==> src/rtl/fetch_pkg.sv <==
// Shared types and defaults for the instruction fetch stage.
package fetch_pkg;

  localparam int ADDR_W  = 8;
  localparam int INSTR_W = 16;
  localparam int PC_INCR = 1;

  typedef struct packed {
    logic [INSTR_W-1:0] instr;
    logic [ADDR_W-1:0]  pc;
  } fetch_entry_t;

endpackage

==> src/rtl/fetch_fifo.sv <==
// Small synchronous FIFO of fetched instructions tagged with their PC.
module fetch_fifo
  import fetch_pkg::*;
#(
  parameter int DEPTH = 2
) (
  input  logic                   clk,
  input  logic                   resetn,
  input  logic                   push,
  input  logic                   pop,
  input  logic                   flush,
  input  fetch_entry_t           din,
  output fetch_entry_t           head,
  output logic [$clog2(DEPTH):0] count
);

  localparam int PW = $clog2(DEPTH);

  fetch_entry_t   mem [DEPTH];
  logic [PW-1:0]  rd_ptr;
  logic [PW-1:0]  wr_ptr;

  always_ff @(posedge clk) begin
    if (!resetn || flush) begin
      rd_ptr <= '0;
      wr_ptr <= '0;
      count  <= '0;
    end else begin
      if (push) wr_ptr <= wr_ptr + PW'(1);
      if (pop)  rd_ptr <= rd_ptr + PW'(1);
      count <= count + (PW+1)'(push) - (PW+1)'(pop);
    end
  end

  // Storage needs no reset; count gates visibility.
  always_ff @(posedge clk) begin
    if (push && !flush) mem[wr_ptr] <= din;
  end

  assign head = mem[rd_ptr];

endmodule

==> src/rtl/fetch_unit.sv <==
// Fetch stage: drives the PC register, issues imem reads, buffers results.
module fetch_unit
  import fetch_pkg::*;
#(
  parameter int                    ADDR_WIDTH  = ADDR_W,
  parameter int                    INSTR_WIDTH = INSTR_W,
  parameter int                    DEPTH       = 2,
  parameter logic [ADDR_WIDTH-1:0] RESET_PC    = '0
) (
  input  logic                   clk,
  input  logic                   resetn,
  input  logic [ADDR_WIDTH-1:0]  pc_q,
  output logic                   pc_en,
  output logic [ADDR_WIDTH-1:0]  pc_d,
  output logic                   imem_req,
  output logic [ADDR_WIDTH-1:0]  imem_addr,
  input  logic [INSTR_WIDTH-1:0] imem_rdata,
  input  logic                   redirect_valid,
  input  logic [ADDR_WIDTH-1:0]  redirect_addr,
  output logic                   out_valid,
  input  logic                   out_ready,
  output logic [INSTR_WIDTH-1:0] out_instr,
  output logic [ADDR_WIDTH-1:0]  out_pc
);

  localparam int CW = $clog2(DEPTH) + 1;

  logic                  inflight;
  logic [ADDR_WIDTH-1:0] inflight_pc;
  logic [CW-1:0]         count;
  logic [CW:0]           occ;
  logic                  pop;
  logic                  push;
  logic                  issue;
  fetch_entry_t          din;
  fetch_entry_t          head;

  assign out_valid = (count != '0);
  assign pop       = out_valid & out_ready;
  assign push      = inflight & ~redirect_valid;

  // Slots already claimed once this cycle's pop retires.
  assign occ   = {1'b0, count} + (CW+1)'(inflight) - (CW+1)'(pop);
  assign issue = resetn & ~redirect_valid & (occ < (CW+1)'(DEPTH));

  assign imem_req  = issue;
  assign imem_addr = pc_q;

  always_comb begin
    pc_en = 1'b0;
    pc_d  = pc_q;
    unique case (1'b1)
      !resetn: begin
        pc_en = 1'b1;
        pc_d  = RESET_PC;
      end
      redirect_valid: begin
        pc_en = 1'b1;
        pc_d  = redirect_addr;
      end
      issue: begin
        pc_en = 1'b1;
        pc_d  = pc_q + ADDR_WIDTH'(PC_INCR);
      end
      default: ;
    endcase
  end

  always_ff @(posedge clk) begin
    if (!resetn) begin
      inflight    <= 1'b0;
      inflight_pc <= RESET_PC;
    end else begin
      inflight <= issue;
      if (issue) inflight_pc <= pc_q;
    end
  end

  assign din.instr = imem_rdata;
  assign din.pc    = inflight_pc;

  fetch_fifo #(
    .DEPTH (DEPTH)
  ) u_fifo (
    .clk    (clk),
    .resetn (resetn),
    .push   (push),
    .pop    (pop),
    .flush  (redirect_valid),
    .din    (din),
    .head   (head),
    .count  (count)
  );

  assign out_instr = head.instr;
  assign out_pc    = head.pc;

endmodule

==> config.mk <==
export PLATFORM = sky130hd
export DESIGN_NAME = fetch_unit
export DESIGN_NICKNAME = d
export VERILOG_FILES = /design/src/rtl/fetch_pkg.sv /design/src/rtl/fetch_fifo.sv /design/src/rtl/fetch_unit.sv
export SDC_FILE = /design/constraint.sdc
export NUM_CORES = 1
export LEC_CHECK = 0
export BUFFER_PORTS_ARGS = -buffer_cell sky130_fd_sc_hd__buf_2
export CORE_ASPECT_RATIO = 1.25
export CORE_MARGIN = 5
export CORE_UTILIZATION = 40
export DETAILED_ROUTE_END_ITERATION = 8
export HOLD_SLACK_MARGIN = 0.1
export SYNTH_ARGS = -nofsm -noshare
export SYNTH_HDL_FRONTEND = slang
export SYNTH_SLANG_ARGS = --single-unit
==> constraint.sdc <==
create_clock -name clk -period 3.2 [get_ports clk]
set_input_delay 0.64 -clock clk [delete_from_list [all_inputs] [get_ports clk]]
set_output_delay 0.64 -clock clk [all_outputs]
set_load 0.01 [all_outputs]
==> flow_metrics.py <==
metrics = {
    "timing": {
        "period_minus_slack_ns": 3.283,
        "relSlewSlack": 0.6218,
        "fmax_mhz": 304.6,
        "finalCritPeriodShare": 1.026,
        "finClkSkew_ns": 0.005822,
        "final_max_slew_viol_count": 0,
        "final.setup.worst_slack_ns": -0.08327,
        "grt_setup_unrepaired": "true",
        "whs_ns": 0.4507,
        "setup_viol": 7,
        "hold_viol_final": 0,
        "worstMarginPinSlew_ns": 0.5661,
    },
    "cells_and_area": {
        "nets": 327,
        "multi_input_area_um2": 943.4,
        "fin_util": 0.5346,
        "area_growth_pct": 30.53,
        "drive_gt1_frac": 0.5086,
        "diodes": 0,
        "seq_area_um2": 1724,
        "final_cells": 378,
        "fill_cells": 580,
    },
    "floorplanning": {
        "die_h_um": 101.7,
        "io_pins": 79,
        "die_area_um2": 8472,
        "core_um2": 6565,
        "start_util": 0.4096,
        "rows": 33,
        "die_width_um": 83.33,
    },
    "routing": {
        "routedWlPerCell_um": 13.69,
        "ant_nets": 0,
        "drt-total-wl_um": 5175,
        "viasPerCell": 4.833,
        "drt_iter0_drc": 47,
        "drt_first_pass_iters": 4,
        "num_vias": 1827,
        "drc": 0,
    },
    "cts": {
        "ctsHoldBuffers": 0,
        "cts_root_buf": "clkbuf_8",
        "cts_inserted_buffers": 9,
        "clk_pin_slew_ns": 0.06,
        "cts_tree": "done",
        "cts_max_path_buffers": 2,
        "clkSinkCount": 62,
        "clk_latency_ns": 0.32,
        "htree_levels": 3,
    },
    "power": {
        "p_int_mw": 1.413,
        "switching_share": 0.2094,
        "power.switching_mw": 0.3743,
        "clkPwrFrac": 0.386,
        "p_per_area_nw_per_um2": 509.2,
        "p_seq_frac": 0.507,
        "p_leak_nw": 1.364,
        "vdd_drop_max_mv": 0.1761,
        "combinationalPowerShare": 0.107,
    },
    "worst_setup_path": {
        "end_kind": "output port",
        "r2r_start": "u_fifo.count[1]",
        "r2r_cells": 11,
        "r2r_slack_ns": 0.74,
        "path_class": "reg -> out",
        "regToRegEndpoint": "inflight_pc[0]",
        "cp_max_fo": 4,
        "startpoint_type": "flop",
        "crit_required_ns": 2.56,
        "cp.arrival_ns": 2.64,
    },
    "synth": {
        "syn_inst": 202,
        "avgSynthCellArea_um2": 13.31,
        "mappedNetlistArea_um2": 2689,
        "synthesis.nets": 243,
        "ys_ff_latch": 62,
        "ys_types": 35,
        "yosysSeqAreaShare": 0.6403,
        "yosysWarnings": 0,
    },
    "status": {
        "violations": "negative setup slack",
        "outcome": "finished, violations left",
    },
    "run": {
        "cap_violations": 0,
    },
    "grt": {
        "grt_pass1_wl_um": 8349,
        "globalRouteTotalUtil": 0.1275,
        "first_global_vias": 1850,
        "grt_max_degree": 25,
        "gr-total-overflow": 0,
        "grt_antenna_before_repair": 0,
    },
    "place": {
        "io_buffers": 78,
        "place_inst": 359,
        "place.gp.congestion": 0.8116,
        "dp_hpwl_um": 3589,
    },
    "min_path": {
        "hold_end": "u_fifo.mem[0][7]",
        "hold_depth": 0,
        "hold_path.class": "reg -> reg",
        "hold_start": "inflight_pc[7]",
    },
}
[layout make-up]
type / instances / area share
Clock buffer: 10 / 0.03636
Clock inverter: 6 / 0.02175
Inverter: 6 / 0.007130
Multi-Input combinational cell: 117 / 0.2688
Sequential cell: 62 / 0.4913
Tap cell: 87 / 0.03102
Timing Repair Buffer: 90 / 0.1437
[layout by cell type, fill, tap and decap left out, types with 3 or more instances in the layout]
master	Yosys	layout
buf_2	3	76
buf_4	9	9
buf_6	1	5
clkbuf_8	0	9
clkinv_1	0	3
dfxtp_1	14	12
edfxtp_1	48	48
ha_1	4	3
inv_1	6	4
mux2_2	24	24
nand2_1	28	27
nand3_1	5	3
nor2_1	7	6
o21ai_0	10	8
o21ai_1	3	4
xnor2_1	7	6
[metal layers]
metal,global-route usage,wire [um]
met2,0.2216,2547
met4,0.07296,135
met1,0.1352,2034
met5,0,0
met3,0.04475,457
[kinds of logic (layout without fill, tap and decap cells)]
| kind of cell | after synthesis | after routing | share of synthesized area |
|---|---|---|---|
| flip-flops | 62 | 62 | 0.6403 |
| AND/OR/NAND/NOR | 56 | 56 | 0.1014 |
| multiplexers | 24 | 24 | 0.1005 |
| AO/OA/AOI/OAI | 23 | 23 | 0.04979 |
| buffers and inverters | 23 | 112 | 0.04979 |
| XOR/XNOR | 9 | 9 | 0.03211 |
| adder cells (fa/ha/maj) | 5 | 5 | 0.02606 |
[worst max-delay path, stage by stage (launching register included)]
cell and delay (ns):
dfxtp_2 0.32, or2_4 0.24, and2_4 0.15, ha_4 0.21, inv_2 0.06, nand2_2 0.06
fa_2 0.59, inv_4 0.07, nor4b_4 0.27, xnor2_1 0.15, o21ai_1 0.07, buf_2 0.16
[worst max-delay path by stage]
stage                     cells after the start       to       startpoint
after floorplan                              10  pc_d[5]  u_fifo.count[1]
after global placement                       11  pc_d[2]        out_ready
after detailed placement                     11  pc_d[2]        out_ready
after CTS                                    11  pc_d[2]  u_fifo.count[1]
after global routing                         11  pc_d[2]  u_fifo.count[1]
final                                        11  pc_d[7]  u_fifo.count[1]
[power groups by stage]
stage,clock network [mW],registers [mW],logic (mW)
after floorplan,0,0.921,0.103
after global placement,0,0.922,0.169
after detailed placement,0,0.923,0.170
after CTS,0.714,0.906,0.185
after global routing,0.750,0.909,0.211
final,0.690,0.906,0.190
[cell usage after synthesis]
library cell / number / area share
and2_1: 3 / 0.0070
nor4b_2: 1 / 0.0056
xor2_2: 1 / 0.0061
buf_2: 3 / 0.0056
nor3_1: 2 / 0.0037
nor2b_1: 3 / 0.0070
buf_6: 1 / 0.0042
xor2_1: 1 / 0.0033
a2bb2oi_1: 1 / 0.0033
o31ai_1: 2 / 0.0056
a211oi_1: 1 / 0.0028
nand4_1: 2 / 0.0047
xnor2_1: 7 / 0.023
ha_1: 4 / 0.019
dfxtp_1: 14 / 0.10
nor2_1: 7 / 0.0098
a31oi_1: 1 / 0.0023
edfxtp_1: 48 / 0.54
inv_1: 6 / 0.0084
o21ai_0: 10 / 0.019
mux2_2: 24 / 0.10
and3_1: 2 / 0.0047
buf_4: 9 / 0.025
nand3_1: 5 / 0.0093
clkbuf_2: 2 / 0.0037
o21ai_1: 3 / 0.0056
o211ai_1: 1 / 0.0028
o32ai_1: 1 / 0.0033
a21oi_1: 3 / 0.0056
or2_2: 1 / 0.0023
nand2_1: 28 / 0.039
nor3_4: 1 / 0.0061
nand2b_1: 1 / 0.0023
clkbuf_1: 2 / 0.0028
fa_1: 1 / 0.0074
[state kept, by name, indices dropped and copies added (netlist names), named ones only]
register / flops
inflight_pc: 8
u_fifo.count: 2
u_fifo.rd_ptr: 1
u_fifo.mem: 48
inflight: 1
u_fifo.wr_ptr: 1
[stage by stage]
step | total power [mW] | worst slack [ns] | cell area (um^2) | TNS, ns
3_5_place_dp | 1.093 | -0.1095 | 3156 | -0.4883
3_3_place_gp | 1.091 | -0.1118 | 3156 | -0.4374
4_1_cts | 1.806 | -0.1465 | 3461 | -0.7430
6_report | 1.787 | -0.08327 | 3510 | -0.4086
5_1_grt | 1.870 | -0.2039 | 3510 | -1.236
2_1_floorplan | 1.024 | 0.04256 | 2698 | 0
[repair_timing]
item | in CTS | in global routing
setup buffers | 2 | 1
endpoints found under the hold margin | 0 | 0
pin swaps | 14 | 12
resized for setup | 19 | 10
setup endpoints to repair | 10 | 10
Note: power is estimated with default switching activity, not from simulation.
